### src/rtl/load_store_unit.sv
// Memory-access stage: one req/ack data-memory transaction per instruction, with lane steering and load extension.
// Optional misalignment trap enabled by defining MISALIGN_TRAP_EN.
`ifndef DataBusBits
`define DataBusBits 32
`endif

module load_store_unit #(
  parameter int unsigned TIMEOUT_CYCLES = 255,
  localparam int unsigned DW = `DataBusBits
) (
  input  logic          clk,
  input  logic          reset,
  input  logic          start,
  output logic          ready,
  input  logic [DW-1:0] address,
  input  logic [DW-1:0] instruction,
  input  logic [DW-1:0] store_data,
  output logic          mem_req,
  output logic          mem_we,
  output logic [DW-1:0] mem_addr,
  output logic [3:0]    mem_be,
  output logic [DW-1:0] mem_wdata,
  input  logic [DW-1:0] mem_rdata,
  input  logic          mem_ack,
  output logic [DW-1:0] load_data,
  output logic          done,
  output logic          fault
);

  localparam int unsigned CW = 32;
  localparam logic [6:0] OP_LOAD  = 7'b0000011;
  localparam logic [6:0] OP_STORE = 7'b0100011;

  typedef enum logic [1:0] {IDLE, REQ, RESP} state_t;

  state_t        state, state_n;
  logic [2:0]    f3_q, f3_n;
  logic [1:0]    off_q, off_n;
  logic [CW-1:0] cnt_q, cnt_n;
  logic          ready_n, mem_req_n, mem_we_n, done_n, fault_n;
  logic [DW-1:0] mem_addr_n, mem_wdata_n, load_data_n;
  logic [3:0]    mem_be_n;

  logic [6:0]    opcode;
  logic [2:0]    f3;
  logic          is_load, is_store, f3_ok;
  logic [3:0]    be_c;
  logic [DW-1:0] wdata_c;
  logic          unused_instr;

  assign unused_instr = ^{instruction[DW-1:15], instruction[11:7]};

  // Decode and lane steering of the incoming request
  always_comb begin
    opcode   = instruction[6:0];
    f3       = instruction[14:12];
    is_load  = (opcode == OP_LOAD);
    is_store = (opcode == OP_STORE);
    f3_ok    = is_load ? (f3 inside {3'b000, 3'b001, 3'b010, 3'b100, 3'b101})
                       : (f3 < 3'b011);
    case (f3[1:0])
      2'b00: begin
        be_c    = 4'b0001 << address[1:0];
        wdata_c = {4{store_data[7:0]}};
      end
      2'b01: begin
        be_c    = address[1] ? 4'b1100 : 4'b0011;
        wdata_c = {2{store_data[15:0]}};
      end
      default: begin
        be_c    = 4'b1111;
        wdata_c = store_data;
      end
    endcase
  end

`ifdef MISALIGN_TRAP_EN
  logic misalign;
  assign misalign = ((f3[1:0] == 2'b01) && address[0]) ||
                    ((f3[1:0] == 2'b10) && (address[1:0] != 2'b00));
`endif

  function automatic logic [DW-1:0] extend(input logic [2:0] f, input logic [1:0] off,
                                           input logic [DW-1:0] w);
    logic [7:0]  b;
    logic [15:0] h;
    b = 8'(w >> {off, 3'b000});
    h = off[1] ? w[31:16] : w[15:0];
    case (f)
      3'b000:  return {{(DW-8){b[7]}}, b};
      3'b100:  return {{(DW-8){1'b0}}, b};
      3'b001:  return {{(DW-16){h[15]}}, h};
      3'b101:  return {{(DW-16){1'b0}}, h};
      default: return w;
    endcase
  endfunction

  // Next-state and next-output logic
  always_comb begin
    state_n     = state;
    ready_n     = ready;
    mem_req_n   = mem_req;
    mem_we_n    = mem_we;
    mem_addr_n  = mem_addr;
    mem_be_n    = mem_be;
    mem_wdata_n = mem_wdata;
    load_data_n = load_data;
    done_n      = 1'b0;
    fault_n     = 1'b0;
    f3_n        = f3_q;
    off_n       = off_q;
    cnt_n       = cnt_q;
    case (state)
      IDLE: begin
        if (start) begin
          if (!(is_load || is_store)) begin
            state_n     = RESP;
            done_n      = 1'b1;
            load_data_n = '0;
          end else if (!f3_ok) begin
            state_n     = RESP;
            done_n      = 1'b1;
            fault_n     = 1'b1;
            load_data_n = '0;
          end
`ifdef MISALIGN_TRAP_EN
          else if (misalign) begin
            state_n     = RESP;
            done_n      = 1'b1;
            fault_n     = 1'b1;
            load_data_n = '0;
          end
`endif
          else begin
            state_n     = REQ;
            mem_req_n   = 1'b1;
            mem_we_n    = is_store;
            mem_addr_n  = {address[DW-1:2], 2'b00};
            mem_be_n    = be_c;
            mem_wdata_n = wdata_c;
            f3_n        = f3;
            off_n       = address[1:0];
            cnt_n       = '0;
          end
        end
      end
      REQ: begin
        if (mem_ack) begin
          state_n     = RESP;
          mem_req_n   = 1'b0;
          mem_we_n    = 1'b0;
          done_n      = 1'b1;
          load_data_n = mem_we ? '0 : extend(f3_q, off_q, mem_rdata);
        end else if ((TIMEOUT_CYCLES != 0) && (cnt_q == CW'(TIMEOUT_CYCLES - 1))) begin
          state_n     = RESP;
          mem_req_n   = 1'b0;
          mem_we_n    = 1'b0;
          done_n      = 1'b1;
          fault_n     = 1'b1;
          load_data_n = '0;
        end else begin
          cnt_n = cnt_q + CW'(1);
        end
      end
      RESP:    state_n = IDLE;
      default: state_n = IDLE;
    endcase
    ready_n = (state_n == IDLE);
  end

  // State and output registers
  always_ff @(posedge clk or posedge reset) begin
    if (reset) begin
      state     <= IDLE;
      ready     <= 1'b1;
      mem_req   <= 1'b0;
      mem_we    <= 1'b0;
      mem_addr  <= '0;
      mem_be    <= '0;
      mem_wdata <= '0;
      load_data <= '0;
      done      <= 1'b0;
      fault     <= 1'b0;
      f3_q      <= '0;
      off_q     <= '0;
      cnt_q     <= '0;
    end else begin
      state     <= state_n;
      ready     <= ready_n;
      mem_req   <= mem_req_n;
      mem_we    <= mem_we_n;
      mem_addr  <= mem_addr_n;
      mem_be    <= mem_be_n;
      mem_wdata <= mem_wdata_n;
      load_data <= load_data_n;
      done      <= done_n;
      fault     <= fault_n;
      f3_q      <= f3_n;
      off_q     <= off_n;
      cnt_q     <= cnt_n;
    end
  end

endmodule
### config.mk
export PLATFORM = sky130hd
export DESIGN_NAME = load_store_unit
export DESIGN_NICKNAME = d
export VERILOG_FILES = /design/src/rtl/load_store_unit.sv
export SDC_FILE = /design/constraint.sdc
export NUM_CORES = 1
export LEC_CHECK = 0
export BUFFER_PORTS_ARGS = -buffer_cell sky130_fd_sc_hd__buf_2
export CAP_MARGIN = 10
export CORE_ASPECT_RATIO = 0.9
export CORE_MARGIN = 5
export CORE_UTILIZATION = 49
export DETAILED_ROUTE_END_ITERATION = 6
export GPL_ROUTABILITY_DRIVEN = 1
export HOLD_SLACK_MARGIN = 0.05
export PLACE_DENSITY = 0.78
export SLEW_MARGIN = 25
export SYNTH_ARGS = -nofsm -noshare
export SYNTH_HDL_FRONTEND = slang
export SYNTH_SLANG_ARGS = --single-unit
export TNS_END_PERCENT = 100
### constraint.sdc
create_clock -name clk -period 5.8 [get_ports clk]
set_input_delay 1.16 -clock clk [delete_from_list [all_inputs] [get_ports clk]]
set_output_delay 1.16 -clock clk [all_outputs]
set_load 0.005 [all_outputs]
Yosys cells after proc, flatten, opt, wreduce, memory -nomap -nowiden

Cells that the tools add are included.

Word-level logic and storage cells: 93
Output and inout port bits: 105
Bits in registers: 142
Bits of input ports: 132

Muxes and demuxes: 45
Eq/ne operators: 19
Magnitude comparators: 1
Shifts and indexed selects: 2
$add $sub $neg: 1
Reductions and logical operators: 12

Operator list:

| cell                                                                    | number |
|---|---|
| 32-bit two-way mux                                                      | 11 |
| 32-bit one-hot mux with 2 select lines                                  | 3 |
| 32-bit one-hot mux with 4 select lines                                  | 1 |
| 32-bit by 1-bit adder with 32-bit output (second input constant)        | 1 |
| 32-bit by 8-bit equality test with 1-bit output (second input constant) | 1 |
| 32-bit by 5-bit right shift with 8-bit output                           | 1 |
| 1-bit two-way mux                                                       | 17 |
| 16-bit two-way mux                                                      | 1 |
| 3-bit equality test (second input constant)                             | 4 |
| 2-bit two-way mux                                                       | 5 |
| 2-bit != test (second input constant)                                   | 5 |
| 1-bit one-hot mux with 2 select lines                                   | 4 |
| 4-bit one-hot mux with 2 select lines                                   | 1 |
| 4-bit AND reduction                                                     | 2 |
| 7-bit by 2-bit equality test with 1-bit output (second input constant)  | 1 |
| 7-bit by 6-bit equality test with 1-bit output (second input constant)  | 1 |
| 3-bit by 1-bit equality test with 1-bit output (second input constant)  | 2 |
| 2-bit zero test                                                         | 3 |
| 3-bit zero test                                                         | 2 |
| 3-bit != test (second input constant)                                   | 2 |
| 6-bit AND reduction                                                     | 1 |
| 5-bit AND reduction                                                     | 1 |
| 5-bit nonzero test                                                      | 1 |
| 2-bit by 1-bit equality test with 1-bit output (second input constant)  | 2 |
| 7 further kinds                                                         | 7 |

Logic depth before layout (Yosys ltp)

Gate-level depths: netlist of the first run.

Depth in word-level cells: 8
Depth in mapped cells: 9
Depth with buffers taken out: 8

Worst setup path before layout of the first run

Ideal clock, no wire load.

Path type: input to register
Start: input start
End: register cnt_q[27]
Path buffers: 1
Library setup time: 0.078 ns
Arrival time: 3.239 ns
Stages: 7
Setup slack: 2.483 ns
Required time: 5.722 ns
Cell sequence: or3b_4 or4_4 buf_6 a21o_1 or3_4 or3_1 a21oi_1

Word-level cells in the longest chain between the ends: 2

RTL lines:

| element                              | line | RTL |
|---|---|---|
| from (decl)                          | 13   | `input logic start,` |
| 2-bit != test (no source line)       | n/a  |  |
| 6-bit AND reduction (no source line) | n/a  |  |
| to (signal assigned)                 | 200  | `cnt_q <= cnt_n;` |
| to (decl)                            | 39   | `logic [CW-1:0] cnt_q, cnt_n;` |

No other way between the ends.
A chain may end at the register's enable or synchronous reset.

Worst setup path in the final report of the first run

Start: input instruction[13]
End: register cnt_q[27]

Word-level cells in the longest chain between the ends: 5
Elaborated cells between the ends (all ways): 10
Classes of those cells: order compare (1); eq/ne (5); mux (1); reduce/logical (3)

RTL lines:

| element                                                                      | line | RTL |
|---|---|---|
| from (decl)                                                                  | 16   | `input logic [DW-1:0] instruction,` |
| 3-bit by 1-bit equality test with 1-bit output, or another cell as far along | 59   | `f3_ok = is_load ? (f3 inside {3'b000, 3'b001, 3'b010, 3'b100, 3'b101})` |
| 5-bit nonzero test                                                           | 59   |  |
| 1-bit two-way mux (*)                                                        | 59   |  |
| 2-bit != test (no source line) (*)                                           | n/a  |  |
| 6-bit AND reduction (no source line) (*)                                     | n/a  |  |

Every way passes the cells marked *; elsewhere a longest branch is shown, timed or not.

==> impl_metrics.prom, run 1 <==
# TYPE chip_impl_metric gauge
chip_impl_metric{name="detail_route.wl_per_cell",unit="µm"} 16.3
chip_impl_info{name="status",value="finished, final reports clean"} 1
chip_impl_metric{name="timing.setup.tns",unit="ps"} 0
chip_impl_metric{name="max_clock_freq",unit="GHz"} 0.319
chip_impl_metric{name="drt_drc_violations_left",unit=""} 0
chip_impl_metric{name="pre_cts_slack",unit="ps"} 1990
chip_impl_info{name="grt_setup_unrepaired",value="false"} 1
chip_impl_metric{name="start_util",unit=""} 0.495
chip_impl_metric{name="synth_seq_cells",unit=""} 142
chip_impl_metric{name="synth_enable_flop_cells",unit=""} 0
chip_impl_metric{name="grt_first_pass_wirelength",unit="mm"} 30.3
chip_impl_metric{name="grtUsageMet3",unit=""} 0.0760
chip_impl_metric{name="finalCoreUtilization",unit=""} 0.631
chip_impl_metric{name="post_cts_resize_count",unit=""} 0
chip_impl_metric{name="fp.dieW",unit="µm"} 135
chip_impl_metric{name="finClkSkew",unit="ps"} 5.84
chip_impl_metric{name="powerDensity",unit="mW/mm²"} 293
chip_impl_metric{name="io-pin-count",unit=""} 237
chip_impl_metric{name="ys_seq_area_frac",unit=""} 0.519
chip_impl_metric{name="synthesis_to_layout_area_growth",unit="%"} 27.6
chip_impl_info{name="worstSetupPathType",value="primary input to flop"} 1
chip_impl_metric{name="htree_levels",unit=""} 4
chip_impl_info{name="postSynth.topFlopCell",value="dfrtp_1"} 1
chip_impl_metric{name="maxCapViolCount",unit=""} 0
chip_impl_metric{name="drtAntennaViolNets",unit=""} 0
chip_impl_metric{name="cts.reportedPaths.clkPinSlew",unit="ps"} 60
chip_impl_metric{name="final_max_slew_viol_count",unit=""} 0
chip_impl_metric{name="hpwl",unit="mm"} 13.1
chip_impl_metric{name="drt_first_iter_violations",unit=""} 503
chip_impl_metric{name="timing_hold_violations_final",unit=""} 0
chip_impl_metric{name="yosys_warnings",unit=""} 0
chip_impl_metric{name="core_region_area",unit="mm²"} 0.0139
chip_impl_info{name="busiest_layer",value="met2"} 1
chip_impl_metric{name="use_met2",unit=""} 0.353
chip_impl_metric{name="via_count_of_the_first_global_routing_pass",unit=""} 5970
chip_impl_info{name="cp-startpoint",value="instruction[13]"} 1
chip_impl_metric{name="finalInstanceArea",unit="mm²"} 0.00874
chip_impl_info{name="layout_common_cells",value="nand2_1 (225), buf_2 (212), dfrtp_1 (140)"} 1
chip_impl_metric{name="postCtsSetupBuffers",unit=""} 0
chip_impl_metric{name="timing.critical_path.fanout_max",unit=""} 31
chip_impl_metric{name="data_arrival_critical_path",unit="ps"} 3480
chip_impl_metric{name="finalNonFillerCells",unit=""} 1148
chip_impl_metric{name="grt_max_degree",unit=""} 114
chip_impl_metric{name="period_share",unit=""} 0.541
chip_impl_info{name="critical_path.reg2reg.startpoint",value="cnt_q[0]"} 1
chip_impl_metric{name="route.vias.total",unit=""} 6200
chip_impl_metric{name="groute.usage.overall",unit=""} 0.232
chip_impl_metric{name="clock_sinks",unit=""} 142
chip_impl_metric{name="ys_async_sr_fraction",unit=""} 1.00
chip_impl_metric{name="routabilityCongestion",unit=""} 0.871
chip_impl_metric{name="worstSkewPairLatency",unit="ps"} 420
chip_impl_metric{name="vdd.ir_drop.worst",unit="mV"} 0.224
chip_impl_info{name="startpoint_of_the_lowest_slack_hold_path",value="mem_be[3]"} 1
chip_impl_metric{name="drt_wl_total",unit="mm"} 18.7
chip_impl_metric{name="ctsHoldBuffers",unit=""} 0
chip_impl_info{name="cts_root_buffer",value="clkbuf_16"} 1
chip_impl_metric{name="report.final.setup_viol",unit=""} 0
chip_impl_metric{name="antenna_found_initial",unit=""} 1
chip_impl_metric{name="place_inst",unit=""} 1113
chip_impl_metric{name="cts_inserted_buffers",unit=""} 17
chip_impl_metric{name="die-area",unit="mm²"} 0.0165
chip_impl_metric{name="fin_total_pwr",unit="mW"} 2.56
chip_impl_metric{name="post_synthesis_instance_area",unit="mm²"} 0.00685
chip_impl_metric{name="synth_cells",unit=""} 762
chip_impl_metric{name="synth_area_per_cell",unit="µm²"} 8.99
chip_impl_metric{name="num-nets-final",unit=""} 1095
chip_impl_metric{name="tightest_slew",unit="ps"} 1040
chip_impl_info{name="cts_tree",value="built"} 1
chip_impl_metric{name="max-clock-path-buffers",unit=""} 2
chip_impl_metric{name="dpl-instance-area",unit="mm²"} 0.00805
chip_impl_metric{name="tightest_hold_margin",unit="ps"} 468
chip_impl_info{name="worst_setup_path_start_kind",value="primary input"} 1
chip_impl_info{name="crit_path_end_kind",value="flop"} 1
chip_impl_metric{name="viasPerCell",unit=""} 5.40
chip_impl_info{name="most_common_library_cell_in_the_layout_ignoring_fill_and_taps",value="nand2_1"} 1
chip_impl_metric{name="slew_headroom",unit=""} 0.303
chip_impl_metric{name="yosysUniqueCellTypes",unit=""} 59
chip_impl_metric{name="p_leak",unit="nW"} 4.64
chip_impl_metric{name="post-route-worst-setup-slack",unit="ps"} 2660
chip_impl_metric{name="post_route_cells_drive_above_1_share",unit=""} 0.273
chip_impl_metric{name="grt_util_met1",unit=""} 0.309
chip_impl_metric{name="die_h",unit="µm"} 122
chip_impl_info{name="min-delay-path-class",value="flop to flop"} 1
chip_impl_metric{name="buffer_ports.inserted",unit=""} 212
chip_impl_metric{name="dr.pass1.iters",unit=""} 4
chip_impl_metric{name="layout_min_cycle_time",unit="ps"} 3140
chip_impl_metric{name="floorplan.rows",unit=""} 41
chip_impl_metric{name="overflow",unit=""} 0
chip_impl_metric{name="critical_path_required",unit="ps"} 6140
==> sequential cells by signal (all words and copies together) (netlist names), 2 cells and up <==
name	count
mem_addr	30
state	2
cnt_q	32
mem_wdata	32
load_data	32
mem_be	4
f3_q	3
off_q	2
==> layer usage <==
layer | vias to the layer above | part of all wire
met5 | - | 0
met4 | 0 | 0.019
met3 | 30 | 0.089
met2 | 226 | 0.46
met1 | 2947 | 0.43
li1 | 2997 | -
==> Yosys cell counts (2+ instances only) <==
| cell | n | area (µm²) |
|---|---|---|
| nor4_2 | 2 | 25.0 |
| nand4_1 | 9 | 56.3 |
| a32oi_1 | 4 | 35.0 |
| a21oi_1 | 16 | 80.1 |
| ha_1 | 2 | 25.0 |
| o21ai_0 | 61 | 305 |
| clkbuf_1 | 36 | 135 |
| a22o_1 | 5 | 43.8 |
| xnor2_1 | 14 | 123 |
| dfrtp_1 | 141 | 3530 |
| nand3_1 | 11 | 55.1 |
| a221oi_1 | 4 | 35.0 |
| nand2_1 | 225 | 845 |
| inv_1 | 15 | 56.3 |
| nand2b_1 | 8 | 50.1 |
| o22ai_1 | 2 | 12.5 |
| o31ai_1 | 5 | 37.5 |
| and2_1 | 8 | 50.1 |
| nor3_1 | 12 | 60.1 |
| nor4_1 | 18 | 113 |
| and4_1 | 4 | 35.0 |
| nand4b_1 | 2 | 17.5 |
| a211o_1 | 2 | 17.5 |
| xor2_1 | 4 | 35.0 |
| buf_1 | 2 | 7.51 |
| and3_1 | 2 | 12.5 |
| nor2b_1 | 19 | 119 |
| nor4b_1 | 2 | 17.5 |
| a211oi_1 | 4 | 30.0 |
| nor2_1 | 50 | 188 |
| a32o_1 | 3 | 30.0 |
| mux2i_1 | 36 | 360 |
| o221ai_1 | 4 | 35.0 |
| a31o_1 | 2 | 17.5 |
| nand3b_1 | 2 | 15.0 |
| or3_1 | 2 | 12.5 |
| buf_4 | 2 | 15.0 |
==> cell families (layout without fill, tap and decap cells) <==
logic type / after synthesis / after routing / share of synthesized area
AOI/OAI and AO/OA: 121 / 121 / 0.110
DFF: 142 / 142 / 0.519
and+or+nand+nor: 385 / 385 / 0.256
adders and majority gates: 2 / 2 / 0.00365
xor gates and xnor gates: 18 / 18 / 0.0230
buffers and inverters: 56 / 267 / 0.0329
muxes: 37 / 37 / 0.0559
other: 1 / 4 / 0.000547
==> critical path, stage by stage <==
cell     delay [ps]
buf_2           320
o21a_1          270
or4_4           560
a21o_1          260
or3_4           410
or3_1           350
a21oi_1         140
==> report_power, final <==
| part | internal, mW | leakage [nW] | switching [mW] |
|---|---|---|---|
| sequential | 1.04 | 1.95 | 0.0368 |
| combinational | 0.116 | 2.38 | 0.149 |
| clock | 0.805 | 0.315 | 0.422 |
==> layout make-up <==
| class | count | area [µm²] |
|---|---|---|
| inverter | 15 | 63.8 |
| clock inverter | 15 | 243 |
| timing repair buffer | 220 | 1130 |
| antenna | 2 | 5.00 |
| clock buffer | 17 | 425 |
| multi-input combinational | 565 | 3110 |
| sequential | 142 | 3560 |
| tap | 172 | 215 |
| fill | 1202 | 5110 |
==> path summary, 6_finish.rpt <==
path                                 end  slack (ps)  cells after the start
max in group asynchronous   mem_addr[24]        3930                      3
min                            mem_be[3]         470                      2
min in group asynchronous  load_data[30]         870                      2
max reg2reg                    cnt_q[18]        2930                      8
max                            cnt_q[27]        2660                      7
min reg2reg                    mem_be[3]         470                      2
Power figures use the tool's default switching activity.
==> run 2, diff against run 1 <==
==> constraint.sdc (replaced) <==
create_clock -name clk -period 3 [get_ports clk]
set_input_delay 0.6 -clock clk [delete_from_list [all_inputs] [get_ports clk]]
set_output_delay 0.6 -clock clk [all_outputs]
set_load 0.005 [all_outputs]
==> impl_metrics.prom, run 2 (synthesis results as in run 1) <==
# TYPE chip_impl_metric gauge
chip_impl_metric{name="core_region_area",unit="mm²"} 0.0139
chip_impl_metric{name="dr.pass1.iters",unit=""} 5
chip_impl_metric{name="grt_first_pass_wirelength",unit="mm"} 30.4
chip_impl_info{name="grt_setup_unrepaired",value="false"} 1
chip_impl_metric{name="finClkSkew",unit="ps"} 10.2
chip_impl_metric{name="cts.reportedPaths.clkPinSlew",unit="ps"} 60
chip_impl_metric{name="antenna_cells",unit=""} 0
chip_impl_metric{name="buffer_ports.inserted",unit=""} 212
chip_impl_info{name="worstSetupPathType",value="flop to flop"} 1
chip_impl_metric{name="drt_drc_violations_left",unit=""} 0
chip_impl_metric{name="antenna_found_initial",unit=""} 1
chip_impl_info{name="most_common_library_cell_in_the_layout_ignoring_fill_and_taps",value="nand2_1"} 1
chip_impl_metric{name="vdd.ir_drop.worst",unit="mV"} 0.426
chip_impl_metric{name="grt_max_degree",unit=""} 116
chip_impl_metric{name="p_leak",unit="nW"} 4.68
chip_impl_metric{name="num-nets-final",unit=""} 1106
chip_impl_metric{name="max_clock_freq",unit="GHz"} 0.396
chip_impl_metric{name="finalNonFillerCells",unit=""} 1157
chip_impl_metric{name="route.vias.total",unit=""} 6118
chip_impl_metric{name="postCtsSetupBuffers",unit=""} 0
chip_impl_metric{name="met3WireLength",unit="mm"} 1.46
chip_impl_metric{name="groute.usage.overall",unit=""} 0.232
chip_impl_metric{name="hpwl",unit="mm"} 13.6
chip_impl_info{name="critical_path_s_slowest_cell",value="or4_4"} 1
chip_impl_metric{name="viasPerCell",unit=""} 5.29
chip_impl_info{name="worst_setup_path_start_kind",value="flop"} 1
chip_impl_metric{name="timing_hold_violations_final",unit=""} 0
chip_impl_metric{name="drtAntennaViolNets",unit=""} 0
chip_impl_metric{name="fillerInstances",unit=""} 1177
chip_impl_metric{name="start_util",unit=""} 0.495
chip_impl_metric{name="met1_length",unit="mm"} 8.19
chip_impl_metric{name="detail_route.wl_per_cell",unit="µm"} 16.3
chip_impl_metric{name="cts_inserted_buffers",unit=""} 17
chip_impl_metric{name="drt_first_iter_violations",unit=""} 438
chip_impl_metric{name="floorplan.rows",unit=""} 41
chip_impl_metric{name="place_inst",unit=""} 1125
chip_impl_metric{name="powerDensity",unit="mW/mm²"} 537
chip_impl_info{name="critPathTopFamily",value="simple AND/OR/NAND/NOR gates"} 1
chip_impl_info{name="min-delay-path-class",value="primary input to asynchronous set/reset pin"} 1
chip_impl_metric{name="via_count_of_the_first_global_routing_pass",unit=""} 6044
chip_impl_metric{name="final_max_slew_viol_count",unit=""} 0
chip_impl_metric{name="period_share",unit=""} 0.841
chip_impl_metric{name="pre_cts_slack",unit="ps"} 213
chip_impl_info{name="layout_common_cells",value="nand2_1 (225), buf_2 (212), dfrtp_1 (141)"} 1
chip_impl_info{name="cts_tree",value="built"} 1
chip_impl_info{name="maxUsedRoutingLayer",value="met5"} 1
chip_impl_metric{name="die-area",unit="mm²"} 0.0165
chip_impl_metric{name="overflow",unit=""} 0
chip_impl_metric{name="maxCapViolCount",unit=""} 0
chip_impl_metric{name="worstSkewPairLatency",unit="ps"} 410
chip_impl_metric{name="layout_min_cycle_time",unit="ps"} 2520
chip_impl_metric{name="timing.critical_path.fanout_max",unit=""} 5
chip_impl_info{name="cts_root_buffer",value="clkbuf_16"} 1
chip_impl_metric{name="post_cts_resize_count",unit=""} 0
chip_impl_metric{name="post-route-worst-setup-slack",unit="ps"} 478
chip_impl_metric{name="data_arrival_critical_path",unit="ps"} 2860
chip_impl_metric{name="met2RoutedLength",unit="mm"} 8.87
chip_impl_metric{name="clock_sinks",unit=""} 142
chip_impl_metric{name="die_h",unit="µm"} 122
chip_impl_info{name="crit_path_end_kind",value="flop"} 1
chip_impl_metric{name="report.final.setup_viol",unit=""} 0
chip_impl_info{name="reg_top3",value="cnt_q: 32 flops, load_data: 32 flops, mem_wdata: 32 flops"} 1
chip_impl_metric{name="max-clock-path-buffers",unit=""} 2
chip_impl_metric{name="routabilityCongestion",unit=""} 0.937
chip_impl_metric{name="cp_slowest_stage_delay",unit="ps"} 540
chip_impl_metric{name="fp.dieW",unit="µm"} 135
chip_impl_metric{name="io-pin-count",unit=""} 237
chip_impl_metric{name="htree_levels",unit=""} 4
chip_impl_metric{name="critical_path_required",unit="ps"} 3340
chip_impl_info{name="cp_cell_sequence",value="or3b_4, or4_4, a21o_1, or3_4, or3_1, a21oi_1"} 1
chip_impl_metric{name="synthesis_to_layout_area_growth",unit="%"} 27.8
chip_impl_info{name="status",value="finished, final reports clean"} 1
chip_impl_metric{name="tightest_slew",unit="ps"} 931
chip_impl_metric{name="ctsHoldBuffers",unit=""} 0
chip_impl_metric{name="post_route_cells_drive_above_1_share",unit=""} 0.278
chip_impl_metric{name="drt_wl_total",unit="mm"} 18.8
chip_impl_metric{name="slew_headroom",unit=""} 0.375
chip_impl_metric{name="crit_buf_inv",unit=""} 0
chip_impl_metric{name="timing.setup.tns",unit="ps"} 0
-- run 2: cell types whose count changed in the layout (fill, tap and decap cells not counted), sizes merged --
cell / change
diode: -2
clkinvlp: -1
buf: +11
clkinv: +3
bufinv: -3
clkbuf: +3
inv: -2
-- run 2: tightest hold or removal path: stages --
cell	delay [ps]
buf_2	110
clkinvlp_4	80
buf_4	320
-- run 2: cell type report --
type	instances	area, µm²	area share
clock inverter	12	144	0.0164
tap	172	215	0.0246
sequential	142	3550	0.406
multi-input combinational	565	3110	0.355
clock buffer	20	447	0.0510
timing repair buffer	231	1230	0.141
inverter	15	60.1	0.00686
-- run 2: path summary, 6_finish.rpt --
| kind | slack, ps | startpoint | depth (start not counted) | endpoint |
|---|---|---|---|---|
| max in group asynchronous | 2170 | reset | 3 | cnt_q[14] |
| setup reg to reg | 480 | state[0] | 6 | cnt_q[27] |
| hold reg to reg | 460 | mem_be[1] | 2 | mem_be[1] |
| hold / removal | 310 | reset | 3 | load_data[29] |
| min in group clk | 360 | start | 2 | ready |
| setup / recovery | 480 | state[0] | 6 | cnt_q[27] |
-- run 2: where the power goes --
group / switching, mW / total (mW) / internal, mW
logic: 0.290 / 0.523 / 0.233
registers: 0.0699 / 2.07 / 2.00
clock network: 0.784 / 2.11 / 1.32
total: 1.14 / 4.70 / 3.56
-- run 2: per-layer routing --
layer	up-vias	track usage
met1	2861	0.303
li1	3018	-
met5	-	0
met4	2	0.0795
met3	25	0.0727
met2	212	0.370
-- run 2: through the flow --
stage	utilization	power (mW)	hold WS, ps	instance area, µm²
detailed placement	0.590	2.63	452	8170
global placement	0.589	2.62	446	8160
finish	0.632	4.70	308	8760
global route	0.632	4.91	324	8760
CTS	0.632	4.73	310	8760
floorplan	-	2.37	431	6860
